<file path="src/rtl/radix_seg_display_if.sv">
// Conversion handshake bundle for radix_seg_display.
// The requester (master) presents start/din/mode. The converter (slave)
// reports busy, a one-cycle done pulse and the overflow status.
interface radix_seg_display_if #(
    parameter int IN_W = 16
);
    logic            start;
    logic [IN_W-1:0] din;
    logic [1:0]      mode;
    logic            busy;
    logic            done;
    logic            ovf;

    modport master (
        output start, din, mode,
        input  busy, done, ovf
    );

    modport slave (
        input  start, din, mode,
        output busy, done, ovf
    );
endinterface

</file>
<file path="src/rtl/radix_seg_display.sv">
// Binary to octal/decimal/hex converter with a multiplexed 7-segment driver.
// A generalised shift-add engine converts one input bit per cycle, MSB first.
// It commits a result register. A free-running scanner then shows that
// result one digit at a time, with optional leading-zero blanking and an
// overflow indication.
module radix_seg_display #(
    parameter int IN_W     = 16,
    parameter int DIGITS   = 4,
    parameter int SCAN_DIV = 1000
) (
    input  logic                clk,
    input  logic                rst,
    radix_seg_display_if.slave  bus,
    input  logic                blank_lz,
    output logic [6:0]          seg,
    output logic [DIGITS-1:0]   dig_sel
);

    localparam int AW = DIGITS * 4;
    localparam int BW = $clog2(IN_W);
    localparam int SW = (SCAN_DIV > 1) ? $clog2(SCAN_DIV) : 1;
    localparam int IW = (DIGITS > 1) ? $clog2(DIGITS) : 1;

    localparam logic [6:0] SEG_BLANK = 7'b0000000;
    localparam logic [6:0] SEG_DASH  = 7'b0000001;

    // Reject parameter values outside the supported ranges at elaboration.
    if (IN_W < 4 || IN_W > 32) begin : g_bad_in_w
        $error("radix_seg_display: IN_W must be in 4..32");
    end
    if (DIGITS < 1 || DIGITS > 8) begin : g_bad_digits
        $error("radix_seg_display: DIGITS must be in 1..8");
    end
    if (SCAN_DIV < 1) begin : g_bad_scan_div
        $error("radix_seg_display: SCAN_DIV must be >= 1");
    end

    typedef enum logic {
        IDLE,
        CONV
    } state_t;

    state_t          state;
    logic [IN_W-1:0] din_q;
    logic [1:0]      mode_q;
    logic [BW-1:0]   bit_cnt;
    logic [AW-1:0]   acc;
    logic            acc_ovf;
    logic [AW-1:0]   result;
    logic            result_valid;
    logic            busy_r;
    logic            done_r;
    logic            ovf_r;

    logic [AW-1:0]   acc_adj;
    logic [AW-1:0]   acc_next;
    logic            ovf_next;

    logic [SW-1:0]   scan_cnt;
    logic [IW-1:0]   digit_idx;
    logic [IW-1:0]   next_idx;
    logic [DIGITS-1:0] lead_zero;
    logic [6:0]      glyph_all [DIGITS];
    logic [6:0]      next_seg;

    assign bus.busy = busy_r;
    assign bus.done = done_r;
    assign bus.ovf  = ovf_r;

    // Hex digit value to segment pattern, bit6..bit0 = a..g.
    function automatic logic [6:0] glyph(input logic [3:0] v);
        logic [6:0] g;
        case (v)
            4'h0:    g = 7'b1111110;
            4'h1:    g = 7'b0110000;
            4'h2:    g = 7'b1101101;
            4'h3:    g = 7'b1111001;
            4'h4:    g = 7'b0110011;
            4'h5:    g = 7'b1011011;
            4'h6:    g = 7'b1011111;
            4'h7:    g = 7'b1110000;
            4'h8:    g = 7'b1111111;
            4'h9:    g = 7'b1111011;
            4'hA:    g = 7'b1110111;
            4'hB:    g = 7'b0011111;
            4'hC:    g = 7'b1001110;
            4'hD:    g = 7'b0111101;
            4'hE:    g = 7'b1001111;
            default: g = 7'b1000111;
        endcase
        return g;
    endfunction

    // One shift-add step.
    // First add the per-radix correction to every digit that will carry
    // when doubled. Then shift the next din bit in at digit0. The bit that
    // leaves the top digit is the overflow.
    always_comb begin
        acc_adj = acc;
        for (int i = 0; i < DIGITS; i++) begin
            case (mode_q)
                2'b00: begin
                    if (acc[i*4 +: 4] >= 4'd4)
                        acc_adj[i*4 +: 4] = acc[i*4 +: 4] + 4'd4;
                end
                2'b01: begin
                    if (acc[i*4 +: 4] >= 4'd5)
                        acc_adj[i*4 +: 4] = acc[i*4 +: 4] + 4'd3;
                end
                default: begin
                end
            endcase
        end
        acc_next = {acc_adj[AW-2:0], din_q[IN_W-1]};
        ovf_next = acc_ovf | acc_adj[AW-1];
    end

    // Conversion FSM.
    // It latches operands on an accepted start and runs IN_W steps. On the
    // final step it commits the result, drops busy and pulses done.
    always_ff @(posedge clk or posedge rst) begin
        if (rst) begin
            state        <= IDLE;
            din_q        <= '0;
            mode_q       <= 2'b00;
            bit_cnt      <= '0;
            acc          <= '0;
            acc_ovf      <= 1'b0;
            result       <= '0;
            result_valid <= 1'b0;
            busy_r       <= 1'b0;
            done_r       <= 1'b0;
            ovf_r        <= 1'b0;
        end else begin
            done_r <= 1'b0;
            case (state)
                IDLE: begin
                    if (bus.start) begin
                        din_q   <= bus.din;
                        mode_q  <= bus.mode;
                        acc     <= '0;
                        acc_ovf <= 1'b0;
                        bit_cnt <= '0;
                        busy_r  <= 1'b1;
                        state   <= CONV;
                    end
                end
                CONV: begin
                    acc     <= acc_next;
                    acc_ovf <= ovf_next;
                    din_q   <= {din_q[IN_W-2:0], 1'b0};
                    bit_cnt <= bit_cnt + BW'(1);
                    if (bit_cnt == BW'(IN_W - 1)) begin
                        result       <= acc_next;
                        ovf_r        <= ovf_next;
                        result_valid <= 1'b1;
                        busy_r       <= 1'b0;
                        done_r       <= 1'b1;
                        state        <= IDLE;
                    end
                end
                default: state <= IDLE;
            endcase
        end
    end

    // Mark digits above the most significant nonzero digit. Digit0 is never marked.
    always_comb begin
        logic run;
        run       = 1'b1;
        lead_zero = '0;
        for (int i = DIGITS - 1; i >= 0; i--) begin
            run          = run & (result[i*4 +: 4] == 4'd0);
            lead_zero[i] = run & (i != 0);
        end
    end

    // Pick the pattern each digit would show.
    // The priority is: nothing committed yet, then overflow, then
    // leading-zero blanking, then the glyph.
    always_comb begin
        for (int i = 0; i < DIGITS; i++) begin
            if (!result_valid)
                glyph_all[i] = SEG_BLANK;
            else if (ovf_r)
                glyph_all[i] = SEG_DASH;
            else if (blank_lz && lead_zero[i])
                glyph_all[i] = SEG_BLANK;
            else
                glyph_all[i] = glyph(result[i*4 +: 4]);
        end
    end

    // Work out the next digit in scan order and its pattern.
    always_comb begin
        next_idx = (digit_idx == IW'(DIGITS - 1)) ? '0 : digit_idx + IW'(1);
        next_seg = SEG_BLANK;
        for (int i = 0; i < DIGITS; i++) begin
            if (IW'(i) == next_idx)
                next_seg = glyph_all[i];
        end
    end

    // Free-running scanner.
    // It moves to the next digit every SCAN_DIV cycles. dig_sel and seg
    // update together on that edge.
    always_ff @(posedge clk or posedge rst) begin
        if (rst) begin
            scan_cnt  <= '0;
            digit_idx <= '0;
            dig_sel   <= DIGITS'(1);
            seg       <= SEG_BLANK;
        end else if (scan_cnt == SW'(SCAN_DIV - 1)) begin
            scan_cnt  <= '0;
            digit_idx <= next_idx;
            dig_sel   <= DIGITS'(1) << next_idx;
            seg       <= next_seg;
        end else begin
            scan_cnt <= scan_cnt + SW'(1);
        end
    end

endmodule

</file>
<file path="src/flat_wrapper.sv">
// flat-port wrapper written by rule: the top's interface ports become plain ports
module radix_seg_display_flat 
#(
    parameter int IN_W     = 16,
    parameter int DIGITS   = 4,
    parameter int SCAN_DIV = 1000
)
  (clk, rst, blank_lz, seg, dig_sel, bus_start, bus_din, bus_mode, bus_busy, bus_done, bus_ovf);
  radix_seg_display_if #(.IN_W(IN_W)) bus_i ();
  input  logic clk;
  input  logic rst;
  input  logic blank_lz;
  output logic [6:0] seg;
  output logic [DIGITS-1:0] dig_sel;
  input wire logic [$bits(bus_i.start)-1:0] bus_start;
  input wire logic [$bits(bus_i.din)-1:0] bus_din;
  input wire logic [$bits(bus_i.mode)-1:0] bus_mode;
  output wire logic [$bits(bus_i.busy)-1:0] bus_busy;
  output wire logic [$bits(bus_i.done)-1:0] bus_done;
  output wire logic [$bits(bus_i.ovf)-1:0] bus_ovf;
  assign bus_i.start = bus_start;
  assign bus_i.din = bus_din;
  assign bus_i.mode = bus_mode;
  assign bus_busy = bus_i.busy;
  assign bus_done = bus_i.done;
  assign bus_ovf = bus_i.ovf;
  radix_seg_display #(.IN_W(IN_W), .DIGITS(DIGITS), .SCAN_DIV(SCAN_DIV)) u_core (.clk(clk), .rst(rst), .bus(bus_i), .blank_lz(blank_lz), .seg(seg), .dig_sel(dig_sel));
endmodule
</file>
<file path="config.mk">
export PLATFORM = sky130hd
export DESIGN_NAME = radix_seg_display_flat
export DESIGN_NICKNAME = d
export VERILOG_FILES = /design/src/rtl/radix_seg_display_if.sv /design/src/rtl/radix_seg_display.sv /design/src/flat_wrapper.sv
export SDC_FILE = /design/constraint.sdc
export NUM_CORES = 1
export LEC_CHECK = 0
export BUFFER_PORTS_ARGS = -buffer_cell sky130_fd_sc_hd__buf_4
export CAP_MARGIN = 0
export CORE_AREA = 3 3 104 106
export CTS_CLUSTER_DIAMETER = 50
export CTS_CLUSTER_SIZE = 12
export DETAILED_ROUTE_END_ITERATION = 7
export DIE_AREA = 0 0 107 109
export GPL_TIMING_DRIVEN = 0
export PLACE_DENSITY = 0.71
export SLEW_MARGIN = 20
export SYNTH_ARGS = -nofsm -noshare
export SYNTH_HDL_FRONTEND = slang
export SYNTH_SLANG_ARGS = --single-unit
</file>
<file path="constraint.sdc">
create_clock -name clk -period 2.95 [get_ports clk]
set_input_delay 0.4425 -clock clk [delete_from_list [all_inputs] [get_ports clk]]
set_output_delay 0.4425 -clock clk [all_outputs]
set_load 0.02 [all_outputs]
</file>
[Word level (Yosys, flattened, before mapping)]
Memories as Yosys holds them, arrays and structs flattened.
Cells that the tools add are included.
Word-level totals
  logic and storage cells: 108
  ROM bits: 448
  register bits: 83
  output and inout bits: 14
  input port bits: 22
  memories: 4
Memories
  (name not given): words 16, bits a word 7, rd ports 1, clocked after memory_dff 0, wr ports 0, line radix_seg_display.sv:73  | case (v)
  (name not given): words 16, bits a word 7, rd ports 1, clocked after memory_dff 0, wr ports 0, line radix_seg_display.sv:73
  (name not given): words 16, bits a word 7, rd ports 1, clocked after memory_dff 0, wr ports 0, line radix_seg_display.sv:73
  (name not given): words 16, bits a word 7, rd ports 1, clocked after memory_dff 0, wr ports 0, line radix_seg_display.sv:73
Operators by class
  mux-type cells: 45
  magnitude comparators: 8
  bitwise logic cells: 4
  $add $sub $neg: 11
  reductions and logical operators: 11
  shift-type cells: 1
  equal/unequal tests: 9
Operator list (number)
  7-bit 2-to-1 mux: 15
  16-bit case mux with 2 select lines: 2
  4-bit case mux with 2 select lines: 5
  4-bit 2-to-1 mux: 9
  4-bit by 3-bit greater-or-equal comparator with 1-bit output, second input constant: 8
  16-bit 2-to-1 mux: 2
  4-bit by 2-bit adder with 4-bit output, second input constant: 4
  4-bit by 3-bit adder with 4-bit output, second input constant: 4
  4-bit logical NOT: 3
  10-bit by 1-bit adder with 10-bit output, second input constant: 1
  10-bit equality test, second input constant: 1
  10-bit 2-to-1 mux: 1
  1-bit 2-to-1 mux: 7
  1-bit case mux with 2 select lines: 3
  2-bit AND reduction: 3
  4-bit by 1-bit adder with 4-bit output, second input constant: 1
  2-bit equality test, first input constant: 2
  4-bit equality test, second input constant: 1
  2-bit logical NOT: 2
  2-bit inequality test, second input constant: 2
  1-bit by 2-bit left shift with 4-bit output, first input constant: 1
  1-bit logical AND: 3
  2-bit by 1-bit adder with 2-bit output, second input constant: 1
  1-bit bitwise AND: 2
  6 further kinds: 6

[Logic depth before layout (Yosys ltp)]
  depth in word-level cells: 10
  mapped depth: 7

[Worst setup path after synthesis]
No wires, ideal clock.
  path kind: register to register
  start point: register u_core.scan_cnt[0]
  end point: register u_core.seg[2]
  arrival time: 1768 ps
  clock period less this slack: 1894 ps
  stages on the path, launching flop included: 6
  required time: 2824 ps
  setup slack: 1056 ps
  cells stage by stage: dfrtp_1 ha_1 nand4b_2 or4b_4 buf_6 a221o_2
Between the ends
  word-level cells in the longest chain between the ends: 1
Ends and longest elaborated chain
  start, declared: line radix_seg_display.sv:59  | logic [SW-1:0] scan_cnt;
  start signal, assigned: line radix_seg_display.sv:219  | scan_cnt <= scan_cnt + SW'(1);
  10-bit equality test: line radix_seg_display.sv:213  | end else if (scan_cnt == SW'(SCAN_DIV - 1)) begin
  end signal, assigned: line radix_seg_display.sv:217  | seg <= next_seg;
  end, declared: line radix_seg_display.sv:15  | output logic [6:0] seg,
Every way passes these cells.
A chain may end at the register's enable or synchronous reset.

[Worst setup path after layout]
  start point: register u_core.result[12]
  end point: register u_core.seg[5]
Between the ends
  word-level cells in the longest chain between the ends: 10
Ends and longest elaborated chain
  start, declared: line radix_seg_display.sv:49  | logic [AW-1:0] result;
  start signal, assigned: line radix_seg_display.sv:154  | result <= acc_next;
  4-bit logical NOT: line radix_seg_display.sv:173  | run = run & (result[i*4 +: 4] == 4'd0);
  1-bit bitwise AND (2 in series): line radix_seg_display.sv:173
  1-bit logical AND: line radix_seg_display.sv:187  | else if (blank_lz && lead_zero[i])
  7-bit 2-to-1 mux: line radix_seg_display.sv:187
  7-bit 2-to-1 mux: line radix_seg_display.sv:185  | else if (ovf_r)
  7-bit 2-to-1 mux: line radix_seg_display.sv:183  | if (!result_valid)
  7-bit 2-to-1 mux (2 in series): line radix_seg_display.sv:199  | if (IW'(i) == next_idx)
  7-bit 2-to-1 mux *: line radix_seg_display.sv:199
Mark *: on every way between the ends. The rest lies on a longest branch, timed or not.

==> flow_summary.json <==
{
  "synth-xor-area-share": 0.0195,
  "synth.top_cell.area_share": 0.380,
  "post-cts-setup-buffers": 0,
  "whs_ns": 0.103,
  "diodes": 0,
  "synthAdderAreaFrac": 0.109,
  "syn_area_um2": 5400,
  "synth_simple_gate_area_frac": 0.160,
  "layout-drive-gt1-share": 0.128,
  "grt_max_degree": 46,
  "startpoint_type": "flip-flop",
  "cellPowerDensity_nw_per_um2": 863,
  "synth_edf_count": 0,
  "die-area_um2": 11700,
  "start_util": 0.547,
  "async_flop_share": 1.00,
  "netlist_instances": 573,
  "synth_compound_gate_area_share": 0.167,
  "holdCritPathClass": "in2async",
  "first_pass_iters": 5,
  "cts_resized": 0,
  "avgViaCountPerCell": 5.76,
  "grtUsageTotal": 0.224,
  "rsz0062_at_grt": "false",
  "cap_viol_max_count": 0,
  "cts_buffers": 9,
  "fin_crit_sh": 0.769,
  "leakagePower_nw": 2.80,
  "timing.fmax_ghz": 0.441,
  "die_w_um": 107,
  "tightest_slew_ns": 0.790,
  "layout.nets": 688,
  "grt_pass1_wl_um": 20700,
  "route.vias.total": 4356,
  "die_h_um": 109,
  "grt_remaining_overflow": 0,
  "synth.avg_cell_area_um2": 9.42,
  "clkLatencyLatePin_ns": 0.38,
  "clkTransAtPathRegs_ns": 0.08,
  "ctsLongestPathBuffers": 2,
  "syn_to_final_growth_pct": 12.6,
  "outcome": "completed",
  "utilization": 0.616,
  "fp-row-count": 36,
  "place_congestion": 0.897,
  "yosysTopAreaCell": "dfrtp_1",
  "slew_violations": 0,
  "yosys_register_bits": 83,
  "dpl.hpwl_um": 9240,
  "period_minus_slack_ns": 2.27,
  "fin_skew_ns": 0.0172,
  "cts_hold_buf": 0,
  "first_global_vias": 4307,
  "antenna_found_initial": 0,
  "htree_levels": 3,
  "drc": 0,
  "port_buffers": 34,
  "cts_tree": "done",
  "setup_viol": 0,
  "synthMuxAreaShare": 0.106,
  "synth_top_family_by_area": "compound AO/OA/AOI/OAI gates",
  "hold_violations": 0,
  "first_iter_violations": 208,
  "seq_area_frac_synth": 0.385,
  "synth_nets": 642,
  "cts_sinks": 83,
  "ios": 36,
  "ys.flop_type": "dfrtp_1",
  "worstPathMaxFanout": 5,
  "yosysUniqueCellTypes": 63,
  "relSlewSlack": 0.473,
  "critPathArrivalTime_ns": 2.58,
  "ir_drop_mv": 0.487,
  "path_class": "reg2reg",
  "end_kind": "flip-flop",
  "yosysWarnings": 0,
  "synth_area_leaders": "dfrtp_1 38%, ha_1 11%, mux2i_1 6.9%",
  "core_area_um2": 9860,
  "required_ns": 3.26,
  "routed_wl_um": 12300,
  "drtAntennaViolNets": 0,
  "root_buffer": "clkbuf_8",
  "wl_per_cell_um": 16.2
}
[worst max-delay path, stage by stage (launching register included)]
cell and delay (ns):
dfrtp_1 0.44, inv_1 0.13, ha_1 0.27, and4bb_2 0.28
a41o_1 0.27, a2111oi_0 0.47, a311o_1 0.21, a22o_1 0.13
[layer usage]
layer | vias up | track usage | share of wire
met4 | 0 | 0.0658 | 0.012
met1 | 2119 | 0.285 | 0.45
met3 | 12 | 0.0551 | 0.046
met2 | 113 | 0.381 | 0.49
li1 | 2112 | - | -
met5 | - | 0 | 0
[stage by stage]
stage               setup TNS [ns]  power (mW)  instance area, um2  setup slack, ns  cells
floorplan                        0        3.57                5400            0.372    573
global placement            -54.34        4.12                5820           -0.667    740
detailed placement               0        4.25                5850            0.730    741
CTS                              0        5.25                6080            0.699    756
global route                     0        5.67                6080            0.557    756
finish                           0        5.24                6080            0.681    756
[layout make-up]
cell class                      instances  area, um2
Timing Repair Buffer                   35        283
Multi-Input combinational cell        419       3030
Clock buffer                           11        131
Fill cell                             842       3790
Sequential cell                        83       2080
Tap cell                              133        166
Buffer                                 29        128
Inverter                               42        160
Clock inverter                          4       98.8
[power breakdown]
group          internal (mW)  leakage [nW]  switching (mW)  total, mW
registers               1.46          1.05           0.330       1.79
logic                   1.03          1.63            1.43       2.46
clock network          0.562         0.114           0.428      0.990
total                   3.06          2.80            2.19       5.24
[worst paths after layout]
check	start	end	slack, ns	cells past startpoint
max	u_core.result[12]$_DFFE_PP0P_	u_core.seg[5]$_DFFE_PP0N_	0.68	7
max reg2reg	u_core.result[12]$_DFFE_PP0P_	u_core.seg[5]$_DFFE_PP0N_	0.68	7
max in group asynchronous	rst	u_core.dig_sel[0]$_DFFE_PP1N_	2.20	3
min reg2reg	u_core.dig_sel[0]$_DFFE_PP1N_	u_core.dig_sel[0]$_DFFE_PP1N_	0.46	2
min	rst	u_core.bus.done$_DFF_PP0_	0.10	2
min in group clk	bus_mode[0]	u_core.mode_q[0]$_DFFE_PP0P_	0.31	2
[synthesized netlist by cell type (all sizes together) (6+ instances only)]
master,number
nor2b,11
a21oi,22
nand3,10
ha,47
nor2,35
xnor2,8
buf,10
clkbuf,19
nand2,55
dfrtp,82
o211ai,7
inv,42
nand2b,21
a21o,7
nor3,14
o21ai,52
mux2,12
mux2i,37
a221oi,6
[registers in the layout, indices dropped and copies added (netlist names)]
signal               flops
u_core.bus.ovf           1
u_core.bit_cnt           4
u_core.din_q            16
u_core.acc_ovf           1
u_core.mode_q            2
u_core.scan_cnt         10
u_core.digit_idx         2
u_core.bus.busy          1
u_core.acc              16
u_core.bus.done          1
u_core.state             1
u_core.dig_sel           4
u_core.result_valid      1
u_core.seg               7
u_core.result           16
[cell usage in the layout (no fill, tap or decap), types with 4 or more instances in the layout]
| cell | synthesis | final |
|---|---|---|
| o211ai_1 | 6 | 6 |
| a22o_1 | 4 | 4 |
| o21bai_1 | 4 | 4 |
| a31oi_1 | 4 | 4 |
| mux2_2 | 12 | 12 |
| buf_4 | 0 | 34 |
| ha_1 | 47 | 47 |
| a21o_1 | 7 | 7 |
| a21oi_1 | 22 | 22 |
| nor2_1 | 35 | 35 |
| nand3_1 | 10 | 10 |
| a221oi_1 | 6 | 6 |
| o32ai_1 | 4 | 4 |
| nand2b_1 | 21 | 21 |
| nor2b_1 | 11 | 11 |
| clkbuf_8 | 0 | 9 |
| nand3b_1 | 4 | 4 |
| inv_1 | 41 | 40 |
| xnor2_1 | 8 | 8 |
| nand2_1 | 55 | 55 |
| nand4_1 | 4 | 4 |
| mux2i_1 | 37 | 37 |
| xor2_1 | 4 | 4 |
| o21ai_0 | 49 | 49 |
| clkbuf_1 | 19 | 21 |
| nor3_1 | 13 | 13 |
| dfrtp_1 | 82 | 82 |
| buf_1 | 5 | 5 |
[logic make-up after synthesis]
| logic type | Yosys count |
|---|---|
| and+or+nand+nor | 170 |
| AOI/OAI and AO/OA | 138 |
| DFF | 83 |
| buffers and inverters | 71 |
| muxes | 52 |
| adders and majority gates | 47 |
| xor gates and xnor gates | 12 |
Power figures use the tool's default switching activity.
